[src/rtl/sdr_tx_pkg.sv]
// Shared encodings for the SDR transmit scheduler: grant sources, UDP port offsets and FSM states.
package sdr_tx_pkg;

   localparam logic [2:0] SRC_RESP = 3'd0;
   localparam logic [2:0] SRC_CC   = 3'd1;
   localparam logic [2:0] SRC_MIC  = 3'd2;
   localparam logic [2:0] SRC_WB   = 3'd3;
   localparam logic [2:0] SRC_DDC  = 3'd4;
   localparam logic [2:0] SRC_NONE = 3'd7;

   localparam logic [7:0] PORT_RESP     = 8'd0;
   localparam logic [7:0] PORT_CC       = 8'd1;
   localparam logic [7:0] PORT_MIC      = 8'd2;
   localparam logic [7:0] PORT_WB       = 8'd3;
   localparam logic [7:0] PORT_DDC_BASE = 8'd11;

   typedef enum logic [1:0] {StIdle, StBusy, StGap} tx_state_e;

   function automatic logic [7:0] port_of(input logic [2:0] src, input logic [2:0] ddc);
      logic [7:0] port;
      port = PORT_RESP;
      unique case (src)
         SRC_CC:  port = PORT_CC;
         SRC_MIC: port = PORT_MIC;
         SRC_WB:  port = PORT_WB;
         SRC_DDC: port = PORT_DDC_BASE + {5'd0, ddc};
         default: port = PORT_RESP;
      endcase
      return port;
   endfunction

endpackage

[src/rtl/ddc_rr_arbiter.sv]
// Rotate-priority encoder: first requesting DDC at or after rr_ptr, wrapping modulo NR.
module ddc_rr_arbiter
   import sdr_tx_pkg::*;
#(
   parameter int unsigned NR = 4
) (
   input  logic [NR-1:0] ddc_req,
   input  logic [2:0]    rr_ptr,
   output logic          found,
   output logic [2:0]    index
);

   logic [7:0] req_ext;
   logic [2:0] idx;

   assign req_ext = 8'(ddc_req);

   always_comb begin
      found = 1'b0;
      index = 3'd0;
      idx   = 3'd0;
      for (int unsigned off = 0; off < NR; off++) begin
         idx = 3'((32'(rr_ptr) + off) % NR);
         if (!found && req_ext[idx]) begin
            found = 1'b1;
            index = idx;
         end
      end
   end

endmodule

[src/rtl/sdr_tx_scheduler.sv]
// Single-grant arbiter for the UDP transmit path: fixed priority for control traffic,
// round-robin DDCs, wideband gated to round completion, starvation guard and watchdog.
module sdr_tx_scheduler
   import sdr_tx_pkg::*;
#(
   parameter int unsigned NR         = 4,
   parameter logic [15:0] STARVE_MAX = 16'd2000,
   parameter logic [19:0] TIMEOUT    = 20'd200000,
   parameter logic [3:0]  GAP_CYCLES = 4'd2
) (
   input  logic          tx_clock,
   input  logic          reset,
   input  logic          run,
   input  logic          resp_req,
   input  logic          cc_req,
   input  logic          mic_req,
   input  logic          wb_req,
   input  logic          wb_burst,
   input  logic [NR-1:0] ddc_req,
   input  logic          pkt_done,
   output logic          grant_valid,
   output logic [2:0]    grant_src,
   output logic [2:0]    grant_ddc,
   output logic [7:0]    port_ID,
   output logic          phy_idle,
   output logic          timeout_err
);

   tx_state_e   state_q;
   logic [2:0]  rr_ptr_q;
   logic        round_done_q;
   logic [15:0] starve_cnt_q;
   logic [19:0] timer_q;
   logic [3:0]  gap_cnt_q;

   logic       ddc_found;
   logic [2:0] ddc_idx;
   logic       win_valid;
   logic [2:0] win_src;
   logic [2:0] win_ddc;
   logic [2:0] rr_next;
   logic       ddc_active;
   logic       starved;

   ddc_rr_arbiter #(.NR(NR)) u_rr (
      .ddc_req (ddc_req),
      .rr_ptr  (rr_ptr_q),
      .found   (ddc_found),
      .index   (ddc_idx)
   );

   assign ddc_active = grant_valid && (grant_src == SRC_DDC);
   assign starved    = starve_cnt_q >= STARVE_MAX;
   assign phy_idle   = !ddc_active && (ddc_req == '0);
   assign rr_next    = (win_ddc == 3'(NR - 1)) ? 3'd0 : win_ddc + 3'd1;

   always_comb begin
      win_valid = 1'b0;
      win_src   = SRC_NONE;
      win_ddc   = 3'd0;
      if (resp_req) begin
         win_valid = 1'b1;
         win_src   = SRC_RESP;
      end else if (run) begin
         if (starved && ddc_found) begin
            win_valid = 1'b1;
            win_src   = SRC_DDC;
            win_ddc   = ddc_idx;
         end else if (cc_req) begin
            win_valid = 1'b1;
            win_src   = SRC_CC;
         end else if (mic_req) begin
            win_valid = 1'b1;
            win_src   = SRC_MIC;
         end else if (wb_req && (wb_burst || round_done_q)) begin
            win_valid = 1'b1;
            win_src   = SRC_WB;
         end else if (ddc_found) begin
            win_valid = 1'b1;
            win_src   = SRC_DDC;
            win_ddc   = ddc_idx;
         end else if (wb_req) begin
            // ddc_found low here means no DDC is requesting
            win_valid = 1'b1;
            win_src   = SRC_WB;
         end
      end
   end

   always_ff @(posedge tx_clock) begin
      if (reset) begin
         state_q      <= StIdle;
         grant_valid  <= 1'b0;
         grant_src    <= SRC_NONE;
         grant_ddc    <= 3'd0;
         port_ID      <= 8'd0;
         timeout_err  <= 1'b0;
         rr_ptr_q     <= 3'd0;
         round_done_q <= 1'b0;
         starve_cnt_q <= 16'd0;
         timer_q      <= 20'd0;
         gap_cnt_q    <= 4'd0;
      end else begin
         timeout_err <= 1'b0;
         if ((ddc_req == '0) || ddc_active) begin
            starve_cnt_q <= 16'd0;
         end else if (starve_cnt_q != 16'hffff) begin
            starve_cnt_q <= starve_cnt_q + 16'd1;
         end

         case (state_q)
            StIdle: begin
               if (!run) begin
                  rr_ptr_q     <= 3'd0;
                  round_done_q <= 1'b0;
                  starve_cnt_q <= 16'd0;
               end
               if (win_valid) begin
                  grant_valid <= 1'b1;
                  grant_src   <= win_src;
                  grant_ddc   <= win_ddc;
                  port_ID     <= port_of(win_src, win_ddc);
                  timer_q     <= 20'd0;
                  state_q     <= StBusy;
                  if (win_src == SRC_DDC) begin
                     starve_cnt_q <= 16'd0;
                     rr_ptr_q     <= rr_next;
                     if (rr_next == 3'd0) round_done_q <= 1'b1;
                  end
                  if (win_src == SRC_WB) round_done_q <= 1'b0;
               end
            end
            StBusy: begin
               if (pkt_done || (!run && grant_src != SRC_RESP)
                   || (timer_q == TIMEOUT - 20'd1)) begin
                  grant_valid <= 1'b0;
                  grant_src   <= SRC_NONE;
                  grant_ddc   <= 3'd0;
                  port_ID     <= 8'd0;
                  gap_cnt_q   <= 4'd0;
                  state_q     <= (GAP_CYCLES == 4'd0) ? StIdle : StGap;
                  // Watchdog pulse only when nothing else explains the release
                  timeout_err <= !pkt_done && !(!run && grant_src != SRC_RESP);
               end else begin
                  timer_q <= timer_q + 20'd1;
               end
            end
            StGap: begin
               if (gap_cnt_q >= GAP_CYCLES - 4'd1) state_q <= StIdle;
               else gap_cnt_q <= gap_cnt_q + 4'd1;
            end
            default: state_q <= StIdle;
         endcase
      end
   end

endmodule

[config.mk]
export PLATFORM = sky130hd
export DESIGN_NAME = sdr_tx_scheduler
export DESIGN_NICKNAME = d
export VERILOG_FILES = /design/src/rtl/sdr_tx_pkg.sv /design/src/rtl/ddc_rr_arbiter.sv /design/src/rtl/sdr_tx_scheduler.sv
export SDC_FILE = /design/constraint.sdc
export NUM_CORES = 1
export LEC_CHECK = 0
export BUFFER_PORTS_ARGS = -buffer_cell sky130_fd_sc_hd__buf_2
export CORE_MARGIN = 2
export CORE_UTILIZATION = 45
export CTS_CLUSTER_DIAMETER = 80
export DETAILED_ROUTE_END_ITERATION = 7
export GPL_TIMING_DRIVEN = 1
export PLACE_DENSITY_LB_ADDON = 0.1
export REMOVE_ABC_BUFFERS = 1
export SLEW_MARGIN = 5
export SYNTH_ARGS = -nofsm -noshare
export SYNTH_HDL_FRONTEND = slang
export SYNTH_HIERARCHICAL = 1
export SYNTH_SLANG_ARGS = --single-unit
export TNS_END_PERCENT = 20
[constraint.sdc]
create_clock -name tx_clock -period 2.4 [get_ports tx_clock]
set_input_delay 0.24 -clock tx_clock [delete_from_list [all_inputs] [get_ports tx_clock]]
set_output_delay 0.24 -clock tx_clock [all_outputs]
set_load 0.02 [all_outputs]
After elaboration in Yosys (flattened, before gate mapping)
Cells that the tools add are included.
Widths: inputs -> output; s select.
{ "word_totals": {"reg_bits": 62, "output_inout_bits": 17} }
{ "op_classes": {"add_sub_neg": 8, "order_cmp": 6, "n_eq_ne": 15, "muxes": 77, "n_bitwise": 2, "n_reduce_logical": 31} }
{ "ops": {"columns": ["op", "count"], "rows": [
  ["$mux 16", 6],
  ["$mux 3", 23],
  ["$mux 20", 2],
  ["$pmux 20 s2", 1],
  ["$mux 1", 23],
  ["$add 20x1->20 const B", 1],
  ["$eq 20x18->1 const B", 1],
  ["$pmux 5 s4", 1],
  ["$add 16x1->16 const B", 1],
  ["$ge 16x11->1 const B", 1],
  ["$lt 2x4->1 const B", 4],
  ["$mux 8", 2],
  ["$ne 16x16->1 const B", 1],
  ["$pmux 8 s2", 1],
  ["$mux 2", 7],
  ["$pmux 3 s2", 2],
  ["$reduce_and 3->1", 4],
  ["$ne 2x2->1 const B", 5],
  ["$eq 3x2->1 const B", 3],
  ["$logic_and 1x1->1", 9],
  ["$bmux 1 s2", 4],
  ["$mux 4", 2],
  ["$pmux 4 s2", 1],
  ["$logic_not 1->1", 7],
  ["20 further kinds", 27]
]} }

Logic depth before layout (Yosys ltp)
Gate-level depths: netlist (run 1).
{ "depth": {"word_depth": 26, "ltp_mapped": 10, "depth_no_buf": 10} }

Hierarchy
The synthesis (run 1) kept the hierarchy.
{ "by_module_without_submodules": {"columns": ["mod", "instances", "cells_each", "area_each_um2", "seq_area_each_um2"], "rows": [
  ["sdr_tx_scheduler", 1, 358, 3034.2, 1181.1],
  ["ddc_rr_arbiter", 1, 17, 88.8, 0.0]
]} }

Least setup slack after synthesis (run 1)
Ideal clock, no wire load.
{ "synth_path": {"path_type": "reg2reg", "startpoint": "reg starve_cnt_q[6]", "endpoint": "reg port_ID[1]", "setup_ns": 0.114, "arrival_time_ns": 1.949, "path_slack_ns": 0.337, "path_stages_with_launch": 10, "n_path_buf": 0, "path_cell_list": "dfxtp_1 > nand3_1 > o211ai_1 > a21oi_1 > nor2_1 > nand2_1 > ha_1 > nor2_1 > a32o_1 > a21o_1"} }
{ "synth_via": {"elab_chain_len": 9} }
{ "synth_rtl": {"columns": ["item", "line_no", "text"], "rows": [
  ["start, declared", "sdr_tx_scheduler.sv:32", "logic [15:0] starve_cnt_q;"],
  ["start signal, assigned", "sdr_tx_scheduler.sv:108", "starve_cnt_q <= starve_cnt_q + 16'd1;"],
  ["$ge 16x11->1 *", "sdr_tx_scheduler.sv:53", "assign starved = starve_cnt_q >= STARVE_MAX;"],
  ["$logic_and 1x1->1 *", "sdr_tx_scheduler.sv:65", "if (starved && ddc_found) begin"],
  ["$mux 3", "sdr_tx_scheduler.sv:65", null],
  ["$mux 3", "sdr_tx_scheduler.sv:64", "end else if (run) begin"],
  ["$mux 3", "sdr_tx_scheduler.sv:61", "if (resp_req) begin"],
  ["$add 4x3->5 (tied with other cells)", "sdr_tx_pkg.sv:26", "SRC_DDC: port = PORT_DDC_BASE + {5'd0, ddc};"],
  ["$pmux 5 s4", "sdr_tx_pkg.sv:22", "unique case (src)"],
  ["$mux 8", "sdr_tx_scheduler.sv:118", "if (win_valid) begin"],
  ["$pmux 8 s2", "sdr_tx_scheduler.sv:111", "case (state_q)"],
  ["end signal, assigned", "sdr_tx_scheduler.sv:122", "port_ID <= port_of(win_src, win_ddc);"],
  ["end, declared", "sdr_tx_scheduler.sv:24", "output logic [7:0] port_ID,"]
]} }
Every way passes the cells marked *; elsewhere a longest branch is shown, timed or not. The select of a mux whose other input is x is not followed.
A chain may end at the register's enable or synchronous reset.

Worst setup path in the final report (run 1)
Same ends and word-level chain as after synthesis.

==> flow_metrics.tcl, run 1 <==
set metrics [dict create \
    track_usage_pct 18.67 \
    critPathArrivalTime_ns 2.39 \
    critPathSlowestCell "dfxtp_1" \
    worst_ep_required_time_ns 2.64 \
    first_iter_violations 94 \
    path_max_fanout 5 \
    num_vias 2678 \
    syn_area_um2 3089 \
    clkTransAtPathRegs_ns 0.07 \
    finalSetupTns_ns 0 \
    reg2reg_slack_ns 0.25 \
    cts_resized 0 \
    fin_nets 429 \
    vias_per_cell 5.454 \
    status "completed" \
    grt-ovfl-total 0 \
    final.min_clock_period_ns 2.150 \
    r2r_start "starve_cnt_q[6]$_SDFF_PP0_" \
    crit_path_start "starve_cnt_q[6]$_SDFF_PP0_" \
    fmax_mhz 465.1 \
    rsz0062_at_grt "no" \
    portBuffers 26 \
    r2r_cells 9 \
    die_y_um 86.86 \
    cts_hold_buffers 0 \
    worst_pin_slew_ns 0.5082 \
    postSynthCellCount 372 \
    end_kind "flop" \
    core_area_um2 6719 \
    maxSlewHeadroom_pct 65.24 \
    area_growth_pct 13.04 \
    gp_congestion 0.8319 \
    maxCapViolCount 0 \
    hold_depth 4 \
    powerDensity_nw_per_um2 617.9 \
    fin_hold_ws_ns 0.2153 \
    postPlaceCellArea_um2 3294 \
    min_from "pkt_done" \
    whs_endpoint "timeout_err$_SDFF_PP0_" \
    wire_per_inst_um 13.38 \
    clk_path_buf_depth 2 \
    r2r-end "port_ID[1]$_SDFFE_PP0P_" \
    final_antenna_net_count 0 \
    leakagePower_nw 1.334 \
    drive_gt1_share_pct 16.06 \
    fin_util_pct 51.97 \
    antenna_found_initial 0 \
    final_hold_viol_count 0 \
    post_cts_buffers 0 \
    grt_pass1_vias 2429 \
    crit_top_cell "nor2_1" \
    yosysWarningCount 6 \
    crit_type "flop to flop" \
    post_synth.cell_area_avg_um2 8.304 \
    die_w_um 86.86 \
    grt_pass1_wl_um 11210 \
    clock-sinks 58 \
    grt_max_degree 22 \
    post-place-cells 475 \
    finalCritPeriodShare_pct 89.59 \
    rows 30 \
    drt_wl_total_um 6572 \
    crit_path_cell_trace "nand3_1 > o211ai_1 > a21oi_1 > nor2_1 > nand2_1 > ha_1 > nor2_1 > a32o_1 > a21o_1" \
    fin_cells 491 \
    cts_htree_levels 3 \
    cts_tree "built" \
    start_kind "flop" \
    finalSetupViolCount 0 \
    die-area_um2 7544 \
    ios 30 \
    drcViolationCount 0 \
    design_area_um2 3492 \
    start_util_pct 45.98 \
    finalMaxSlewViolations 0 \
    cts_buffers 9 \
    crit_path_max_incr_delay_ns 0.39 \
    antenna_cells 0 \
    finalClockSkew_ns 0.006810 \
    dr.pass1.iters 4 \
    hold_class "input pin to flop" \
    vdd_drop_max_uv 254.8 \
    cts-root-buf "clkbuf_8" \
    worstSkewPairLatency_ns 0.34 \
    hpwl_um 4644 \
]
-- placed cells by master, fill, tap and decap left out, types with 2 or more instances in the layout --
master / instances
dfxtp_1: 58
or4_1: 3
nand3_1: 20
nor3_1: 5
o2bb2ai_1: 3
clkbuf_1: 3
clkbuf_8: 11
a21oi_2: 2
nand2_1: 21
inv_1: 26
nor4_1: 3
nor2_1: 60
nand4_1: 9
nand2b_1: 3
o211ai_1: 3
xnor2_1: 20
a211oi_1: 11
ha_1: 10
o21ai_0: 11
and3_1: 5
or2_2: 2
buf_4: 12
nor2b_1: 2
a2111oi_1: 2
xor2_1: 7
conb_1: 4
buf_2: 26
nor3_2: 2
a31oi_1: 4
a22o_1: 7
a21oi_1: 24
-- metrics by stage --
step                total power, W  setup slack, ns
floorplan                 0.001168          0.04861
global placement          0.001254           0.1772
detailed placement        0.001256           0.1402
CTS                       0.002186           0.2582
global route              0.002253          0.05974
finish                    0.002158           0.2499
-- power by group --
part	total, W	switching, W	internal [W]
Combinational	0.000232	0.000153	0.0000793
Clock	0.000923	0.000386	0.000536
Sequential	0.00100	0.0000206	0.000983
-- flip-flops by register name, indices dropped and copies added (netlist names), 2 cells and up --
register      count
timer_q          20
starve_cnt_q     16
port_ID           5
gap_cnt_q         4
grant_ddc         3
grant_src         3
rr_ptr_q          2
state_q           2
-- layout make-up --
cell class | instances | area (um^2)
tap | 80 | 100.1
clock buffer | 14 | 162.7
multi-input combinational | 272 | 1712
sequential | 58 | 1161
inverter | 27 | 101.3
fill | 666 | 3227
clock inverter | 2 | 35.03
timing repair buffer | 38 | 220.2
-- how the worst max path moves through the flow --
stage	endpoint	slack, ns	depth (start not counted)
floorplan	grant_ddc[2]$_SDFFE_PP0P_	0.05	8
global placement	grant_ddc[2]$_SDFFE_PP0P_	0.18	9
detailed placement	port_ID[2]$_SDFFE_PP0P_	0.14	9
CTS	port_ID[1]$_SDFFE_PP0P_	0.26	9
global route	starve_cnt_q[11]$_SDFF_PP0_	0.06	7
finish	port_ID[1]$_SDFFE_PP0P_	0.25	9
-- worst max-delay path, delay by kind of cell, from the launching register on --
| family | cells | cell delay (ns) |
|---|---|---|
| adders and majority gates | 1 | 0.33 |
| DFF | 1 | 0.39 |
| and+or+nand+nor | 4 | 0.56 |
| AOI/OAI and AO/OA | 4 | 0.76 |
-- routing by layer --
| metal | GRT usage, % | part of all wire [%] | vias up |
|---|---|---|---|
| met5 | 0 | 0 | - |
| met4 | 7.955 | 1.5 | 0 |
| met3 | 5.118 | 4.5 | 8 |
| met2 | 27.27 | 44 | 53 |
| met1 | 25.79 | 50 | 1239 |
| li1 | - | - | 1378 |
Note: power is estimated with default switching activity, not from simulation.
==> run 2: changes to the inputs <==
--- a/config.mk
+++ b/config.mk
@@ -6,13 +6,11 @@
 export NUM_CORES = 1
 export LEC_CHECK = 0
 export BUFFER_PORTS_ARGS = -buffer_cell sky130_fd_sc_hd__buf_2
-export CORE_MARGIN = 2
 export CORE_UTILIZATION = 45
 export CTS_CLUSTER_DIAMETER = 80
 export DETAILED_ROUTE_END_ITERATION = 7
 export GPL_TIMING_DRIVEN = 1
 export PLACE_DENSITY_LB_ADDON = 0.1
-export REMOVE_ABC_BUFFERS = 1
 export SLEW_MARGIN = 5
 export SYNTH_ARGS = -nofsm -noshare
 export SYNTH_HDL_FRONTEND = slang
==> run 2 against run 1 <==
The run now ends with design-rule violations left. Non-clock buffer count increased by 6. Critical path depth did not move. Setup slack got worse by 0.069 ns. Power up 3.4%. Wire length shrank 3.4%. Die area down 4.6%. Utilization is 2.8 points higher. Maximum frequency decreased by 3.1%. First-iteration DRC count is 5.3% higher. Highest routed layer unchanged.
==> flow_metrics.tcl, run 2 (synthesized netlist as in run 1, its figures left out) <==
set metrics [dict create \
    status "complete, but fails checks" \
    violations "design-rule violations" \
    rows 29 \
    start_kind "flop" \
    grt_pass1_wl_um 11080 \
    r2r_start "starve_cnt_q[7]$_SDFF_PP0_" \
    crit_type "flop to flop" \
    routedLengthMet1_um 3166 \
    min_from "reset" \
    cts_resized 0 \
    powerDensity_nw_per_um2 627.7 \
    critPathArrivalTime_ns 2.45 \
    finalCritPeriodShare_pct 92.45 \
    worst_pin_slew_ns 0.4920 \
    worstSkewPairLatency_ns 0.33 \
    num-fill-cells 605 \
    grt-ovfl-total 0 \
    crit_path_start "starve_cnt_q[7]$_SDFF_PP0_" \
    critPathTopFamily "compound AO/OA/AOI/OAI gates" \
    die_w_um 84.86 \
    core_area_um2 6495 \
    mostFrequentLayoutCells "60 x nor2_1, 58 x dfxtp_1, 26 x inv_1, 26 x buf_2, 24 x a21oi_1" \
    final.min_clock_period_ns 2.219 \
    mostFrequentLayoutCell "nor2_1" \
    hold_class "input pin to flop" \
    cts_tree "built" \
    gp_congestion 0.8647 \
    fin_ws_ns 0.1812 \
    path_max_fanout 4 \
    dr.pass1.iters 6 \
    maxCapViolCount 0 \
    worst_ep_required_time_ns 2.63 \
    maxSlewHeadroom_pct 66.35 \
    top_register "timer_q" \
    finalClockSkew_ns 0.009117 \
    end_kind "flop" \
    pre_cts_slack_ns 0.1161 \
    antenna_found_initial 0 \
    crit_top_cell "nor2_1" \
    clk_path_buf_depth 2 \
    fmax_mhz 450.7 \
    final_antenna_net_count 0 \
    start_util_pct 47.56 \
    finalMaxSlewViolations 0 \
    drcViolationCount 3 \
    top_layer_used "met4" \
    grt_pass1_vias 2481 \
    leakagePower_nw 1.373 \
    crit_buf_inv 0 \
    hpwl_um 4652 \
    finalSetupTns_ns 0 \
    num_vias 2711 \
    cts_htree_levels 3 \
    met3_length_um 262 \
    wire_per_inst_um 12.85 \
    grt_max_degree 19 \
    critPathSlowestCell "dfxtp_1" \
    clock-sinks 58 \
    first_iter_violations 99 \
    seq_area_um2 1161 \
    vdd_drop_max_uv 295.7 \
    wl_met2_um 2808 \
    clkTransAtPathRegs_ns 0.07 \
    area_growth_pct 15.07 \
    crit_path_cell_trace "nand3_1 > o211ai_1 > a21oi_1 > nor2_1 > nand2_1 > ha_1 > nor2_1 > a32o_1 > a21o_1" \
    antenna_cells 0 \
    largest_reg_flops 20 \
    finalSetupViolCount 0 \
    ios 30 \
    die-area_um2 7200 \
    track_usage_pct 19.17 \
    final_hold_viol_count 0 \
    fin_nets 435 \
    post_cts_buffers 0 \
    rsz0062_at_grt "no" \
    cts_hold_buffers 0 \
    cts_buffers 9 \
    portBuffers 26 \
    multi_input_area_um2 1712 \
    die_y_um 84.86 \
    crit_path_max_incr_delay_ns 0.39 \
    vias_per_cell 5.488 \
    largestRegisters "timer_q (20), starve_cnt_q (16), port_ID (5)" \
    drt_wl_total_um 6347 \
    cts-root-buf "clkbuf_8" \
    drive_gt1_share_pct 17.75 \
]
[run 2: worst paths after layout]
check	endpoint	slack (ns)	depth (start not counted)
max	port_ID[1]$_SDFFE_PP0P_	0.18	9
min	grant_valid$_SDFFE_PP0P_	0.22	2
max reg2reg	port_ID[1]$_SDFFE_PP0P_	0.18	9
min reg2reg	gap_cnt_q[3]$_SDFFE_PP0P_	0.43	2
[run 2: power breakdown]
part	internal (W)	total [W]	switching [W]
clock	0.000609	0.000994	0.000384
sequential	0.000983	0.00100	0.0000221
combinational	0.0000822	0.000233	0.000151
total	0.00167	0.00223	0.000557
[run 2: per-stage QoR]
step	area [um^2]	util (%)	instances	power, W	hold slack [ns]
after floorplan	3097	-	374	0.001199	0.4087
after global placement	3336	51.36	478	0.001255	0.4203
after detailed placement	3336	51.36	478	0.001259	0.4233
after CTS	3555	54.73	494	0.002249	0.2153
after global routing	3555	54.73	494	0.002322	0.2360
final	3555	54.73	494	0.002231	0.2205
[run 2: final cells by class]
type | count | share of cell area (%)
Inverter | 27 | 2.851
Clock inverter | 5 | 2.182
Timing Repair Buffer | 44 | 7.462
Sequential cell | 58 | 32.66
Clock buffer | 11 | 3.977
Multi-Input combinational cell | 272 | 48.15
Tap cell | 77 | 2.710
[run 2: routing by layer]
layer / track usage [%] / up-vias
met5: 0 / -
met4: 7.858 / 0
met3: 3.502 / 12
met2: 30.89 / 59
met1: 25.46 / 1258
li1: - / 1382
